`src/rtl/control_pipe.sv`:
```
`timescale 1ns/1ps
`default_nettype none
// ============================================================================
// Module   : control_pipe
// Purpose  : Registered, flow-controlled A64 main decoder. Accepts 32-bit
//            instructions over valid/ready, decodes the 16-bit control
//            bundle, buffers {instr, ctl} in a small skid FIFO, holds off
//            load-use hazards after LDUR and supports a single-cycle flush.
// Revision : 1.0  initial release
// ----------------------------------------------------------------------------
// Ports
//   clk          in   1      rising-edge clock
//   rst          in   1      asynchronous active-high reset
//   in_valid     in   1      instruction presented
//   in_ready     out  1      instruction accepted when in_valid && in_ready
//   in_instr     in   32     instruction word
//   flush        in   1      discard buffered and incoming work this cycle
//   out_valid    out  1      FIFO head holds a bundle
//   out_ready    in   1      consumer takes head when out_valid && out_ready
//   out_instr    out  32     instruction word of head
//   out_ctl      out  16     control bundle of head
//   stall_cycles out  CNT_W  saturating count of interlock cycles
// ============================================================================
module control_pipe #(
  parameter int SKID_DEPTH = 2,
  parameter int LOAD_LAT   = 1,
  parameter bit ENABLE_MEM = 1'b1,
  parameter int CNT_W      = 16
) (
  input  logic             clk,
  input  logic             rst,
  input  logic             in_valid,
  output logic             in_ready,
  input  logic [31:0]      in_instr,
  input  logic             flush,
  output logic             out_valid,
  input  logic             out_ready,
  output logic [31:0]      out_instr,
  output logic [15:0]      out_ctl,
  output logic [CNT_W-1:0] stall_cycles
);

  localparam int PTR_W = $clog2(SKID_DEPTH);
  localparam int OCC_W = $clog2(SKID_DEPTH) + 1;

  // Control bundle bit positions
  localparam int B_ILLEGAL    = 15;
  localparam int B_USE_SP     = 14;
  localparam int B_REG_WRITE  = 13;
  localparam int B_ALU_OP_HI  = 12;
  localparam int B_ALU_OP_LO  = 11;
  localparam int B_ALU_SRC    = 10;
  localparam int B_FLAG_WRITE = 9;
  localparam int B_MEM_WRITE  = 8;
  localparam int B_MEM_TO_REG = 7;
  localparam int B_MEM_READ   = 6;
  localparam int B_NZ_BRANCH  = 5;
  localparam int B_Z_BRANCH   = 4;
  localparam int B_FLAG_BR    = 3;
  localparam int B_UNCOND_BR  = 2;
  localparam int B_REG2LOC    = 1;

  logic [15:0]      dec_ctl;
  logic             reads_rn;
  logic             reads_rm;
  logic             reads_rt;
  logic             is_ldur;
  logic [4:0]       fld_rn;
  logic [4:0]       fld_rm;
  logic [4:0]       fld_rt;

  logic [31:0]      instr_mem [SKID_DEPTH];
  logic [15:0]      ctl_mem   [SKID_DEPTH];
  logic [PTR_W-1:0] wr_ptr;
  logic [PTR_W-1:0] rd_ptr;
  logic [OCC_W-1:0] occupancy;
  logic [1:0]       ld_cnt;
  logic [4:0]       ld_rt;

  logic             full;
  logic             src_hit;
  logic             interlock;
  logic             push;
  logic             pop;

  assign fld_rn = in_instr[9:5];
  assign fld_rm = in_instr[20:16];
  assign fld_rt = in_instr[4:0];

  // First-match decode; also reports which source fields the op reads.
  always_comb begin
    dec_ctl  = '0;
    reads_rn = 1'b0;
    reads_rm = 1'b0;
    reads_rt = 1'b0;
    is_ldur  = 1'b0;
    if (in_instr[31:24] == 8'hB4) begin
      dec_ctl[B_REG2LOC]                  = 1'b1;
      dec_ctl[B_Z_BRANCH]                 = 1'b1;
      dec_ctl[B_ALU_OP_HI:B_ALU_OP_LO]    = 2'b01;
      reads_rt                            = 1'b1;
    end else if (in_instr[31:24] == 8'hB5) begin
      dec_ctl[B_REG2LOC]                  = 1'b1;
      dec_ctl[B_NZ_BRANCH]                = 1'b1;
      dec_ctl[B_ALU_OP_HI:B_ALU_OP_LO]    = 2'b01;
      reads_rt                            = 1'b1;
    end else if (in_instr[31:26] == 6'b000101) begin
      dec_ctl[B_UNCOND_BR]                = 1'b1;
    end else if (in_instr[31:24] == 8'h54 && !in_instr[4]) begin
      dec_ctl[B_FLAG_BR]                  = 1'b1;
    end else if (in_instr[31:23] == 9'h1A5) begin
      dec_ctl[B_REG_WRITE]                = 1'b1;
      dec_ctl[B_ALU_SRC]                  = 1'b1;
    end else if (in_instr[31:21] == 11'h758 && fld_rt == 5'd31) begin
      dec_ctl[B_FLAG_WRITE]               = 1'b1;
      dec_ctl[B_ALU_OP_HI:B_ALU_OP_LO]    = 2'b01;
      reads_rn                            = 1'b1;
      reads_rm                            = 1'b1;
    end else if (in_instr[31:23] == 9'h1A2 || in_instr[31:23] == 9'h122) begin
      dec_ctl[B_ALU_OP_HI:B_ALU_OP_LO]    = 2'b10;
      dec_ctl[B_ALU_SRC]                  = 1'b1;
      dec_ctl[B_USE_SP]                   = 1'b1;
      dec_ctl[B_REG_WRITE]                = 1'b1;
      reads_rn                            = 1'b1;
    end else if (ENABLE_MEM && in_instr[31:21] == 11'h7C2) begin
      dec_ctl[B_MEM_READ]                 = 1'b1;
      dec_ctl[B_MEM_TO_REG]               = 1'b1;
      dec_ctl[B_ALU_SRC]                  = 1'b1;
      dec_ctl[B_REG_WRITE]                = 1'b1;
      dec_ctl[B_USE_SP]                   = 1'b1;
      reads_rn                            = 1'b1;
      is_ldur                             = 1'b1;
    end else if (ENABLE_MEM && in_instr[31:21] == 11'h7C0) begin
      dec_ctl[B_MEM_WRITE]                = 1'b1;
      dec_ctl[B_REG2LOC]                  = 1'b1;
      dec_ctl[B_ALU_SRC]                  = 1'b1;
      dec_ctl[B_USE_SP]                   = 1'b1;
      reads_rn                            = 1'b1;
      reads_rt                            = 1'b1;
    end else begin
      dec_ctl[B_ILLEGAL]                  = 1'b1;
    end
  end

  // X31 is the zero/SP register and never creates a dependency.
  assign src_hit = (reads_rn && fld_rn != 5'd31 && fld_rn == ld_rt) ||
                   (reads_rm && fld_rm != 5'd31 && fld_rm == ld_rt) ||
                   (reads_rt && fld_rt != 5'd31 && fld_rt == ld_rt);

  assign interlock = (ld_cnt != 2'd0) && in_valid && src_hit;
  assign full      = (occupancy == OCC_W'(SKID_DEPTH));
  assign in_ready  = !full && !interlock && !rst;
  assign push      = in_valid && in_ready && !flush;
  assign out_valid = (occupancy != '0);
  assign pop       = out_valid && out_ready;

  // Head is read straight from FIFO storage; forced to zero when empty so
  // reset and flush present a clean all-zero bundle.
  assign out_instr = out_valid ? instr_mem[rd_ptr] : 32'd0;
  assign out_ctl   = out_valid ? ctl_mem[rd_ptr]   : 16'd0;

  // Storage needs no reset: contents are qualified by occupancy.
  always_ff @(posedge clk) begin
    if (push) begin
      instr_mem[wr_ptr] <= in_instr;
      ctl_mem[wr_ptr]   <= dec_ctl;
    end
  end

  always_ff @(posedge clk or posedge rst) begin
    if (rst) begin
      wr_ptr       <= '0;
      rd_ptr       <= '0;
      occupancy    <= '0;
      ld_cnt       <= 2'd0;
      ld_rt        <= 5'd0;
      stall_cycles <= '0;
    end else begin
      // Stall accounting survives flush.
      if (interlock && stall_cycles != {CNT_W{1'b1}}) begin
        stall_cycles <= stall_cycles + CNT_W'(1);
      end
      if (flush) begin
        wr_ptr    <= '0;
        rd_ptr    <= '0;
        occupancy <= '0;
        ld_cnt    <= 2'd0;
      end else begin
        if (push) begin
          wr_ptr <= wr_ptr + PTR_W'(1);
        end
        if (pop) begin
          rd_ptr <= rd_ptr + PTR_W'(1);
        end
        if (push && !pop) begin
          occupancy <= occupancy + OCC_W'(1);
        end else if (!push && pop) begin
          occupancy <= occupancy - OCC_W'(1);
        end
        // A newer load always replaces the tracked one.
        if (push && is_ldur && fld_rt != 5'd31) begin
          ld_rt  <= fld_rt;
          ld_cnt <= 2'(LOAD_LAT);
        end else if (ld_cnt != 2'd0) begin
          ld_cnt <= ld_cnt - 2'd1;
        end
      end
    end
  end

endmodule
`default_nettype wire

```
`config.mk`:
```
export PLATFORM = sky130hd
export DESIGN_NAME = control_pipe
export DESIGN_NICKNAME = d
export VERILOG_FILES = /design/src/rtl/control_pipe.sv
export SDC_FILE = /design/constraint.sdc
export NUM_CORES = 1
export LEC_CHECK = 0
export CAP_MARGIN = 40
export CORE_UTILIZATION = 45
export DETAILED_ROUTE_END_ITERATION = 10
export PLACE_DENSITY = 0.71
export SLEW_MARGIN = 20
export SYNTH_ARGS = -nofsm -noshare
export SYNTH_HDL_FRONTEND = slang
export SYNTH_SLANG_ARGS = --single-unit
```
`constraint.sdc`:
```
create_clock -name clk -period 16.15 [get_ports clk]
set_clock_uncertainty 0.15 [all_clocks]
set_input_delay 4.845 -clock clk [delete_from_list [all_inputs] [get_ports clk]]
set_output_delay 4.845 -clock clk [all_outputs]
set_load 0.02 [all_outputs]
```
==> flow_summary.toml <==
[status]
outcome = "finished with violations"
violations = "design-rule violations"

[synthesis]
synth_fp_nets = 445
synth_edf_count = 92
synth_cells = 406
synthTopCellsByArea = "edfxtp_1 (51%), dfrtp_1 (13%), mux2i_1 (8.5%)"
yosysSeqAreaShare_pct = 63.63
yosys_warnings = 0
ys_seq_elements = 119
syn_area_sq_um = 5404
yosysTopAreaCell = "edfxtp_1"
ys.flop_type = "edfxtp_1"
synthArstFlopShare_pct = 22.69
synth_top_area_share_pct = 51.12
avgSynthCellArea_sq_um = 13.31
yosysUniqueCellTypes = 60

[floorplan]
num_rows = 39
die_h_microns = 111.6
start_util_pct = 46.73
fp.coreArea_sq_um = 11560
dieArea_sq_um = 12450
io_pins = 103
die_x_microns = 111.6

[setup_path]
cp_max_fo = 7
arrival_ns = 7.47
reg2reg_from = "ld_rt[2]$_DFFE_PP0P_"
cp_top_family = "buffers and inverters"
required_ns = 11.15
cp_common_cell = "clkdlybuf4s50_1"
start_kind = "input pin"
cp_num_buf_inv = 2
crit_slowest_cell = "clkdlybuf4s50_1"
endpoint_kind = "primary output"
reg2reg_to = "instr_mem[1][9]$_DFFE_PP_"
slowest_delay_ns = 0.66
path_cells = "clkdlybuf4s50_1, nand3_1, nor2_1, nor4b_1, o22ai_2, a21oi_4, a21oi_1, clkdlybuf4s50_1"
reg2reg_depth = 8
path_class = "input pin to primary output"
ff2ff_setup_slack_ns = 13.16

[finish]
mostFrequentLayoutCells = "clkdlybuf4s50_1 (101), edfxtp_1 (92), nor2_1 (66), mux2i_1 (46), dfrtp_1 (26)"
antenna_cells = 0
layout-drive-gt1-share_pct = 12.99
fill_cells = 886
fin_area_sq_um = 7252
final_util_pct = 62.71
ff_latch_area_sq_um = 3440
fin_cells = 674
area_delta_synth_final_pct = 34.20
layout.cells.most_common = "clkdlybuf4s50_1"
multiInputGateArea_sq_um = 1866
nets = 557

[placed_design]
pre_cts_slack_ns = 3.713
post-place-cells = 642
portBuffers = 101
place_area_sq_um = 6648
hpwl_microns = 7980
place.gp.congestion = 0.8837

[power_and_ir_drop]
p_total_uw = 804.8
power.density_nw_per_um2 = 111.0
power.leakage_nw = 2.609
peakVddDrop_mv = 0.06123

[min_path]
worstHoldPathCells = 1
worstHoldStart = "stall_cycles[5]$_DFFE_PP0P_"
holdPathEnd = "stall_cycles[5]$_DFFE_PP0P_"
hp-class = "flop to flop"

[timing]
maxSlewHeadroom_pct = 54.98
hold_violations = 0
tightest_slew_ns = 0.6691
rsz0062_at_grt = "no"
setup_viol = 0
final.setup.tns_ns = 0
timing.final.crit_share_pct = 77.15
fmax_mhz = 80.26
layout_min_cycle_time_ns = 12.46
holdWs_ns = 0.3553
drv_slew = 0
setup_ws_ns = 3.690

[route]
drtIter0Drc = 295
drc = 9
ant_nets = 0
drt-wirelength-per-cell_microns = 17.19
dr_total_vias = 3638
routed_wirelength_microns = 11580
dr.pass1.iters = 8
vias_per_cell = 5.398

[cts]
clock_sinks = 119
cts.htree.levels = 4
cts_resized = 0
cts-root-buf = "clkbuf_16"
cts_tree = "done"
ctsHoldBuffers = 0
cts_setup_buffers = 0
clock_latency_ns = 0.41
clk_path_buf_depth = 2
numCtsBuffers = 17
clkTransAtPathRegs_ns = 0.05

[global_routing]
grt_util_met1_pct = 24.85
grt_util_met2_pct = 34.42
grt_usage_pct = 20.50
grt-busiest-layer = "met2"
grt.overflow.total = 0
grtUsageMet3_pct = 6.260
grt_pass1_wl_microns = 19440
grt_pass1_vias = 3823
grt_antenna_before_repair = 0
grt_max_degree = 32

[job]
cap_violations = 0
cell families (layout without fill, tap and decap cells):
group | count (synthesis) | in the layout | share of synthesized area (%)
flops | 119 | 119 | 63.63
simple gates | 143 | 143 | 13.66
mux | 56 | 56 | 10.67
xor+xnor | 29 | 29 | 4.700
compound gates | 28 | 28 | 4.631
buf+inv | 28 | 153 | 2.176
other cells | 1 | 1 | 0.06939
fa+ha+maj | 2 | 2 | 0.4630
synth_stat cells, types with 2 or more instances:
library cell   n
clkbuf_1       6
nand2_1       14
nor2_1        67
ha_1           2
a21oi_1        5
o21ai_0        3
nand4_1        8
nor3b_1        2
or3_1          2
and4_1         2
nand3_1        9
nand4b_1       2
buf_1          6
inv_1         12
nor3b_2        2
and3_1         2
dfrtp_1       27
nor3_1         7
xnor2_1       12
buf_4          3
and2_1         2
nor2b_1        5
nor4_1         5
xor2_1        17
mux2_2         7
mux2i_1       46
edfxtp_1      92
nand2b_1       4
mux2_1         2
o21ai_2        2
nor4b_1        2
worst max-delay path by stage:
stage / endpoint / cells after the start / slack (ns) / from
finish: in_ready / 8 / 3.69 / in_instr[4]
global placement: in_ready / 8 / 3.80 / in_instr[28]
global route: in_ready / 9 / 3.54 / in_instr[4]
CTS: in_ready / 8 / 3.71 / in_instr[4]
floorplan: in_ready / 6 / 4.90 / in_instr[29]
detailed placement: in_ready / 8 / 3.71 / in_instr[4]
state kept, by name, indices dropped and copies added (netlist names):
signal        count
stall_cycles     16
instr_mem        64
ld_cnt            2
ld_rt             5
wr_ptr            1
rd_ptr            1
occupancy         2
ctl_mem          28
area by class of cell:
type | count | area share, %
clock inverters | 15 | 2.467
flip-flops and latches | 119 | 47.43
clock buffers | 17 | 5.866
well taps | 143 | 2.467
multi-input cells | 259 | 25.72
inverters | 12 | 0.6211
repair buffers | 109 | 15.42
report_power, final:
group	leakage [nW]	internal [mW]	switching, mW
registers	1.17	0.338	0.00443
clock network	0.299	0.243	0.135
logic	1.14	0.0392	0.0450
metal layers:
metal	vias to the layer above	wire, microns
met1	1790	4774
met2	115	5920
met5	-	0
met3	17	719
li1	1716	-
met4	0	169
Power figures use the tool's default switching activity.
